## src/rtl/zcr_pkg.sv

```systemverilog
// Shared types and constants for the zero-crossing stimulus synthesizer.
package zcr_pkg;

  typedef enum logic {
    ST_IDLE,
    ST_RUN
  } state_t;

  localparam int unsigned DATA_WIDTH_DEF  = 16;
  localparam int unsigned WINDOW_SIZE_DEF = 64;
  localparam int unsigned AMPLITUDE_DEF   = 32'h4000;

  // Fibonacci taps 8,6,5,4 map to bits 7,5,4,3 of the register
  localparam logic [7:0] LFSR_SEED = 8'hA5;
  localparam logic [7:0] LFSR_TAPS = 8'hB8;

endpackage

```

## src/rtl/zcr_lfsr.sv

```systemverilog
// 8-bit Fibonacci LFSR with enable, used as low-order dither for zcr_synth.
module zcr_lfsr
  import zcr_pkg::*;
(
  input  logic       clk,
  input  logic       reset,
  input  logic       en,
  output logic [7:0] q
);

  // NOTE: sequential state uses non-blocking assignments so every flop samples pre-edge values.
  always_ff @(posedge clk or posedge reset) begin
    if (reset) begin
      q <= LFSR_SEED;
    end else if (en) begin
      q <= {q[6:0], ^(q & LFSR_TAPS)};
    end
  end

endmodule

```

## src/rtl/zcr_synth.sv

```systemverilog
// Emits one window of +/-AMPLITUDE samples with exactly N sign changes spread by a Bresenham accumulator.
// Define ZCR_SYNTH_DITHER_EN to XOR an 8-bit LFSR into the low magnitude bits.
module zcr_synth
  import zcr_pkg::*;
#(
  parameter int unsigned                DATA_WIDTH  = DATA_WIDTH_DEF,
  parameter int unsigned                WINDOW_SIZE = WINDOW_SIZE_DEF,
  parameter logic [DATA_WIDTH-1:0]      AMPLITUDE   = DATA_WIDTH'(AMPLITUDE_DEF),
  parameter int unsigned                CNT_W       = $clog2(WINDOW_SIZE) + 1
) (
  input  logic                  clk,
  input  logic                  reset,
  input  logic [CNT_W-1:0]      cnt_in,
  input  logic                  cnt_valid,
  output logic                  cnt_ready,
  input  logic                  sample_en,
  output logic [DATA_WIDTH-1:0] sample_out,
  output logic                  sample_valid,
  output logic                  window_start,
  output logic                  window_done,
  output logic                  busy
);

  localparam int unsigned      IDX_W    = $clog2(WINDOW_SIZE);
  localparam logic [CNT_W-1:0] N_MAX    = CNT_W'(WINDOW_SIZE - 1);
  localparam logic [CNT_W:0]   D        = (CNT_W + 1)'(WINDOW_SIZE - 1);
  localparam logic [IDX_W-1:0] IDX_LAST = IDX_W'(WINDOW_SIZE - 1);

  state_t                 state, state_d;
  logic [CNT_W-1:0]       n_q, n_d;
  logic [CNT_W:0]         acc, acc_d, acc_sum;
  logic [IDX_W-1:0]       idx, idx_d;
  logic                   sign, sign_d, sign_cur;
  logic [DATA_WIDTH-1:0]  sample_d;
  logic                   valid_d, start_d, done_d;
  logic [DATA_WIDTH-1:0]  mag;

`ifdef ZCR_SYNTH_DITHER_EN
  logic [7:0] lfsr_q;

  zcr_lfsr u_lfsr (
    .clk   (clk),
    .reset (reset),
    .en    ((state == ST_RUN) && sample_en),
    .q     (lfsr_q)
  );

  assign mag = AMPLITUDE ^ {{(DATA_WIDTH - 8){1'b0}}, lfsr_q};
`else
  assign mag = AMPLITUDE;
`endif

  // Ready is masked while reset is held so no handshake can appear to complete during reset.
  assign cnt_ready = (state == ST_IDLE) && !reset;
  assign busy      = (state == ST_RUN);
  assign acc_sum   = acc + (CNT_W + 1)'(n_q);

  // NOTE: every signal written here gets a default first, so no path can infer a latch.
  always_comb begin
    state_d  = state;
    n_d      = n_q;
    acc_d    = acc;
    idx_d    = idx;
    sign_d   = sign;
    sign_cur = sign;
    sample_d = sample_out;
    valid_d  = 1'b0;
    start_d  = 1'b0;
    done_d   = 1'b0;

    unique case (state)
      ST_IDLE: begin
        if (cnt_valid) begin
          n_d     = (cnt_in > N_MAX) ? N_MAX : cnt_in;
          acc_d   = '0;
          idx_d   = '0;
          sign_d  = 1'b0;
          state_d = ST_RUN;
        end
      end
      ST_RUN: begin
        if (sample_en) begin
          if (idx == '0) begin
            sign_cur = 1'b0;
          end else if (acc_sum >= D) begin
            sign_cur = ~sign;
            acc_d    = acc_sum - D;
          end else begin
            acc_d    = acc_sum;
          end
          sign_d   = sign_cur;
          sample_d = sign_cur ? ('0 - mag) : mag;
          valid_d  = 1'b1;
          start_d  = (idx == '0);
          done_d   = (idx == IDX_LAST);
          idx_d    = idx + IDX_W'(1);
          if (idx == IDX_LAST) begin
            state_d = ST_IDLE;
          end
        end
      end
      default: state_d = ST_IDLE;
    endcase
  end

  always_ff @(posedge clk or posedge reset) begin
    if (reset) begin
      state        <= ST_IDLE;
      n_q          <= '0;
      acc          <= '0;
      idx          <= '0;
      sign         <= 1'b0;
      sample_out   <= '0;
      sample_valid <= 1'b0;
      window_start <= 1'b0;
      window_done  <= 1'b0;
    end else begin
      state        <= state_d;
      n_q          <= n_d;
      acc          <= acc_d;
      idx          <= idx_d;
      sign         <= sign_d;
      sample_out   <= sample_d;
      sample_valid <= valid_d;
      window_start <= start_d;
      window_done  <= done_d;
    end
  end

endmodule

```

## config.mk

```make
export PLATFORM = sky130hd
export DESIGN_NAME = zcr_synth
export DESIGN_NICKNAME = d
export VERILOG_FILES = /design/src/rtl/zcr_pkg.sv /design/src/rtl/zcr_lfsr.sv /design/src/rtl/zcr_synth.sv
export SDC_FILE = /design/constraint.sdc
export NUM_CORES = 1
export LEC_CHECK = 0
export CAP_MARGIN = 10
export CORE_AREA = 2 2 78 87
export CTS_CLUSTER_SIZE = 25
export DETAILED_ROUTE_END_ITERATION = 12
export DIE_AREA = 0 0 80 89
export GPL_TIMING_DRIVEN = 0
export SYNTH_ARGS = -nofsm -noshare
export SYNTH_HDL_FRONTEND = slang
export SYNTH_HIERARCHICAL = 1
export SYNTH_SLANG_ARGS = --single-unit
```

## constraint.sdc

```tcl
create_clock -name clk -period 3.3 [get_ports clk]
set_clock_uncertainty 0.1 [all_clocks]
set_input_delay 0.33 -clock clk [delete_from_list [all_inputs] [get_ports clk]]
set_output_delay 0.33 -clock clk [all_outputs]
set_load 0.1 [all_outputs]
```

## Word-level counts from Yosys, hierarchy flattened

Cells that the tools add are included.

| word-level totals | value |
|---|---|
| flip-flop bits (word level) | 42 |
| input bits | 11 |

| operators by class | value |
|---|---|
| add/subtract/negate cells | 3 |
| magnitude comparators | 2 |
| equality and inequality tests | 4 |
| multiplexer cells | 27 |
| bitwise logic cells | 2 |
| reduce and logical (&&, ||, !) cells | 7 |

Operators with widths:

| operator | number |
|---|---|
| $mux W8 | 4 |
| $mux W16 | 1 |
| $pmux W8 S2 | 1 |
| $mux W1 | 15 |
| $mux W6 | 2 |
| $pmux W6 S2 | 1 |
| $add A8 B7 Y8 | 1 |
| $ge A8 B6 Y1 const B | 1 |
| $sub A8 B6 Y8 const B | 1 |
| $gt A7 B6 Y1 const B | 1 |
| $mux W7 | 1 |
| $add A6 B1 Y6 const B | 1 |
| $eq A6 B6 Y1 const B | 1 |
| $logic_not A6 Y1 | 1 |
| $ne A2 B2 Y1 const B | 3 |
| $reduce_and A2 Y1 | 3 |
| $pmux W1 S2 | 2 |
| $reduce_and A3 Y1 | 1 |
| $not A1 Y1 | 2 |
| $logic_and A1 B1 Y1 | 1 |
| $logic_not A1 Y1 | 1 |

## Logic depth before layout (Yosys ltp)

| logic depth | value |
|---|---|
| depth in word-level cells | 8 |
| depth in mapped cells | 9 |
| depth with buffers taken out | 8 |

## Worst setup path before layout

Ideal clock, no wire load.

| timing path | value |
|---|---|
| path type | register to register |
| start point | register n_q[0] |
| end point | register acc[6] |
| data arrival time | 2496 ps |
| required time | 3118 ps |
| setup slack | 622 ps |
| stages on the path, launching flop included | 9 |
| clock period less this slack | 2678 ps |
| cell sequence | dfrtp_1 ha_1 fa_1 a211o_1 o21ai_2 xor2_1 nor4_4 or4_1 a31oi_1 |

| between the ends | value |
|---|---|
| word-level cells in the longest chain between the ends | 6 |
| elaborated cells between the ends (all ways) | 7 |
| those cells by class | 2 x add/sub; 1 x order compare; 4 x mux |

Ends and longest elaborated chain:

| item | line | source |
|---|---|---|
| from (decl) | zcr_synth.sv:30 | `logic [CNT_W-1:0] n_q, n_d;` |
| from (signal assigned) | zcr_synth.sv:119 | `n_q <= n_d;` |
| $add A8 B7 Y8 (*) | zcr_synth.sv:56 | `assign acc_sum = acc + (CNT_W + 1)'(n_q);` |
| $sub A8 B6 Y8 / $ge A8 B6 Y1 (equally long branches) | zcr_synth.sv:87, zcr_synth.sv:85 |  |
| $mux W8 (*) | zcr_synth.sv:85 | `end else if (acc_sum >= D) begin` |
| $mux W8 (*) | zcr_synth.sv:83 | `if (idx == '0) begin` |
| $mux W8 (*) | zcr_synth.sv:82 | `if (sample_en) begin` |
| $pmux W8 S2 (*) | zcr_synth.sv:71 | `unique case (state)` |
| to (signal assigned) | zcr_synth.sv:110 | `acc <= '0;` |
| to (signal assigned) | zcr_synth.sv:120 | `acc <= acc_d;` |
| to (decl) | zcr_synth.sv:31 | `logic [CNT_W:0] acc, acc_d, acc_sum;` |

Mark *: on every way between the ends. The rest lies on a longest branch, timed or not. The select of a mux whose other input is x is not followed.
A chain may end at the register's enable or synchronous reset.

## Final worst setup path

Same ends and word-level chain as after synthesis.

==> metrics.md <==
| Metric | Value |
|---|---|
| Final hold viol count | `0` |
| Multi-input logic area | `slightly above 1000 µm²` |
| Unrepaired setup endpoints after global routing | `false` |
| All-Layer GR Usage | `0.113` |
| Int Pwr | `1010 µW` |
| WHS | `0.224 ns` |
| Switching power | `roughly 930 µW` |
| Via Count | `1460` |
| WL/cell | `12.2 µm` |
| Critical-path cell list | `ha_1 > fa_1 > a211o_1 > o21ai_2 > xor2_1 > nor4_4 > or4_1 > a31oi_1` |
| Fraction of layout instances using a drive strength above 1 | `0.142` |
| Crit Path Max Fanout | `8` |
| Ys async rst share | `1.00` |
| Starting Density | `0.296` |
| Mapped cell area | `1820 µm²` |
| WS Path Type | `reg -> reg` |
| Peak Freq | `343 MHz` |
| RePlAce Congestion | `0.761` |
| Final period util | `0.884` |
| Initial antenna violation count | `0` |
| CTS H-tree depth | `1` |
| Clock root buffer | `clkbuf_8` |
| Leakage | `roughly 0.001 µW` |
| Cts repair resizes | `0` |
| Crit start category | `flip-flop` |
| Critical Path AT | `about 3 ns` |
| Nets@finish | `255` |
| Max clock buf depth | `2` |
| Row count | `30` |
| CTS tree | `done` |
| Synth Flop Type | `dfrtp_1` |
| GR Overflow Total | `0` |
| HPWL after DPL | `2.93 mm` |
| Antenna viol nets, final | `0` |
| Slew Limit Fails | `0` |
| Chip Height | `between 80 and 90 µm` |
| Clk pin slew, worst setup/hold paths | `0.09 ns` |
| Total negative slack | `0 ns` |
| Largest net degree at the start of global routing | `29` |
| Cell taking the most area after synthesis | `dfrtp_1` |
| Post-route minimum period | `~2.9 ns` |
| Routed WL | `3.81 mm` |
| Later-pin clock latency in the skew report | `0.27 ns` |
| Initial drt markers | `47` |
| I/O pin count | `32` |
| Fill cells | `around 650` |
| Area growth, synth to finish | `22.1%` |
| Max-cap viol count | `0` |
| Avg Vias per Cell | `4.68` |
| Hold Buf Count CTS | `0` |
| Maximum vdd ir drop | `about 0.3 mV` |
| Clock buffer count from CTS | `3` |
| Top cell type's share of synthesized area | `0.385` |
| Worst Hold Class | `in -> async` |
| Synth warn | `6` |
| First-pass GRT wire length | `6.34 mm` |
| Post-synth EDFFs | `0` |
| Core area | `6160 µm²` |
| Pwr Density | `873 nW/µm²` |
| CP top delay family | `adder cells` |
| Detailed Routing Iterations Pass 1 | `4` |
| Syn_area_per_cell | `9.23 µm²` |
| Register area | `between 700 and 800 µm²` |
| Crit path buf inv count | `0` |
| Die W | `80 µm` |
| Endpoints failing setup | `0` |
| IO Port Bufs | `17` |
| Drc violations | `0` |
| Outcome | `finished, final reports clean` |
| Top cells by area, synth | `dfrtp_1, ha_1, buf_4` |
| Required time of the critical path | `3.40 ns` |
| Post-synth cell types | `52` |
| Comb power frac | `0.630` |
| Rel. slew slack | `0.350` |
| Sw frac | `0.481` |
| Post-CTS setup buffer count | `0` |
| Vias in the first global route | `1324` |
| ANT cells | `0` |
| Clock power share | `0.107` |
| Full die area | `7120 µm²` |
| Fin util | `0.361` |
| Crit path max-delay cell type | `or4_1` |
| Sequential power share | `0.263` |
| #FFs+latches synth | `28` |
| Actual slew at the worst max-slew pin | `0.972 ns` |
| CTS sink count | `28` |
| CP Capture Type | `flip-flop` |
| Worst stage delay on the critical path | `0.54 ns` |
| Cell count after synthesis | `197` |
| Register area share after synthesis | `0.385` |
-- metal layers --
layer | up-vias | wire length [µm] | track usage
met4 | 0 | 57 | 0.0416
met5 | - | 0 | 0
met2 | 20 | 1750 | 0.177
met3 | 5 | 105 | 0.0172
met1 | 677 | 1900 | 0.158
li1 | 758 | - | -
-- worst reg2reg max path: stages, from the launching register on --
cell and delay [ns]:
dfrtp_1 0.39, ha_1 0.26, fa_1 0.45, a211o_1 0.36, o21ai_2 0.10, xor2_1 0.36, nor4_4 0.11, or4_1 0.54
a31oi_1 0.17
-- synthesized netlist by cell type (all sizes together), types with 2 or more instances --
cell,n
nand2b,2
nor3,4
o311ai,2
buf,15
a21oi,4
a211oi,4
o211ai,5
and3,4
o21ai,17
nor2,21
ha,10
xnor2,4
clkbuf,5
nor4,2
nand2,21
nand3,9
dfrtp,28
and2,2
nand4,2
or2,2
a31oi,3
inv,5
xor2,5
-- layout by cell type, fill, tap and decap left out, types with 2 or more instances in the layout --
| cell type | count |
|---|---|
| xnor2_2 | 2 |
| inv_1 | 5 |
| nand2b_1 | 2 |
| buf_4 | 14 |
| xnor2_1 | 2 |
| nand4_1 | 2 |
| xor2_1 | 5 |
| a31oi_1 | 3 |
| a21oi_1 | 4 |
| clkbuf_8 | 4 |
| nor2_1 | 21 |
| o211ai_1 | 4 |
| ha_1 | 10 |
| o21ai_0 | 15 |
| a211oi_1 | 2 |
| nor3_1 | 4 |
| nand3_1 | 9 |
| o311ai_1 | 2 |
| and3_1 | 4 |
| o21ai_2 | 2 |
| a211oi_2 | 2 |
| nand2_1 | 21 |
| and2_1 | 2 |
| clkbuf_1 | 4 |
| dfrtp_1 | 28 |
| conb_1 | 14 |
| clkdlybuf4s50_1 | 17 |
-- cells by family (layout without fill, tap and decap cells) --
group                    Yosys count  in the layout  share of synthesized area
XOR/XNOR                           9              9                     0.0516
AND/OR/NAND/NOR                   75             75                      0.204
AO/OA/AOI/OAI                     47             47                      0.187
flip-flops                        28             28                      0.385
adder cells (fa/ha/maj)           11             11                     0.0798
other                              1             14                    0.00206
multiplexers                       1              1                    0.00550
buffers and inverters             25             47                     0.0853
-- state kept, by name, indices dropped and copies added (netlist names) --
name          count
acc               8
n_q               7
idx               6
sample_out        2
busy              1
sample_valid      1
sign              1
window_done       1
window_start      1
-- final cells by class --
type / instances / area share
repair buffers: 18 / 0.0890
flip-flops and latches: 28 / 0.315
plain buffers: 20 / 0.0614
clock buffers: 4 / 0.0248
inverters: 5 / 0.00845
well taps: 80 / 0.0451
multi-input cells: 157 / 0.456
-- stage by stage --
step | instance area (µm²) | worst slack [ns] | std cells | total power [µW]
2_1_floorplan | 1870 | 0.622 | 210 | 1500
3_3_place_gp | 2140 | 0.428 | 307 | 1700
3_5_place_dp | 2140 | 0.417 | 307 | 1720
4_1_cts | 2190 | 0.375 | 311 | 1940
5_1_grt | 2220 | 0.127 | 312 | 2100
6_report | 2220 | 0.383 | 312 | 1940
-- power by group through the flow --
stage                     clock network, µW  registers, µW  logic, µW
after floorplan                           0            562        933
after detailed placement                  0            518       1200
after global routing                    229            524       1350
after global placement                    0            515       1190
after CTS                               218            511       1210
final                                   208            510       1220
-- final timing paths --
path / slack, ns / start / depth (start not counted) / to
setup / recovery: 0.38 / n_q[0] / 8 / acc[6]
hold / removal: 0.22 / reset / 2 / acc[6]
max in group asynchronous: 2.46 / reset / 3 / n_q[4]
hold reg to reg: 0.39 / sample_out[14] / 1 / sample_out[14]
setup reg to reg: 0.38 / n_q[0] / 8 / acc[6]
min in group clk: 0.39 / sample_out[14] / 1 / sample_out[14]
No activity file was read; power rests on OpenSTA's default activity.
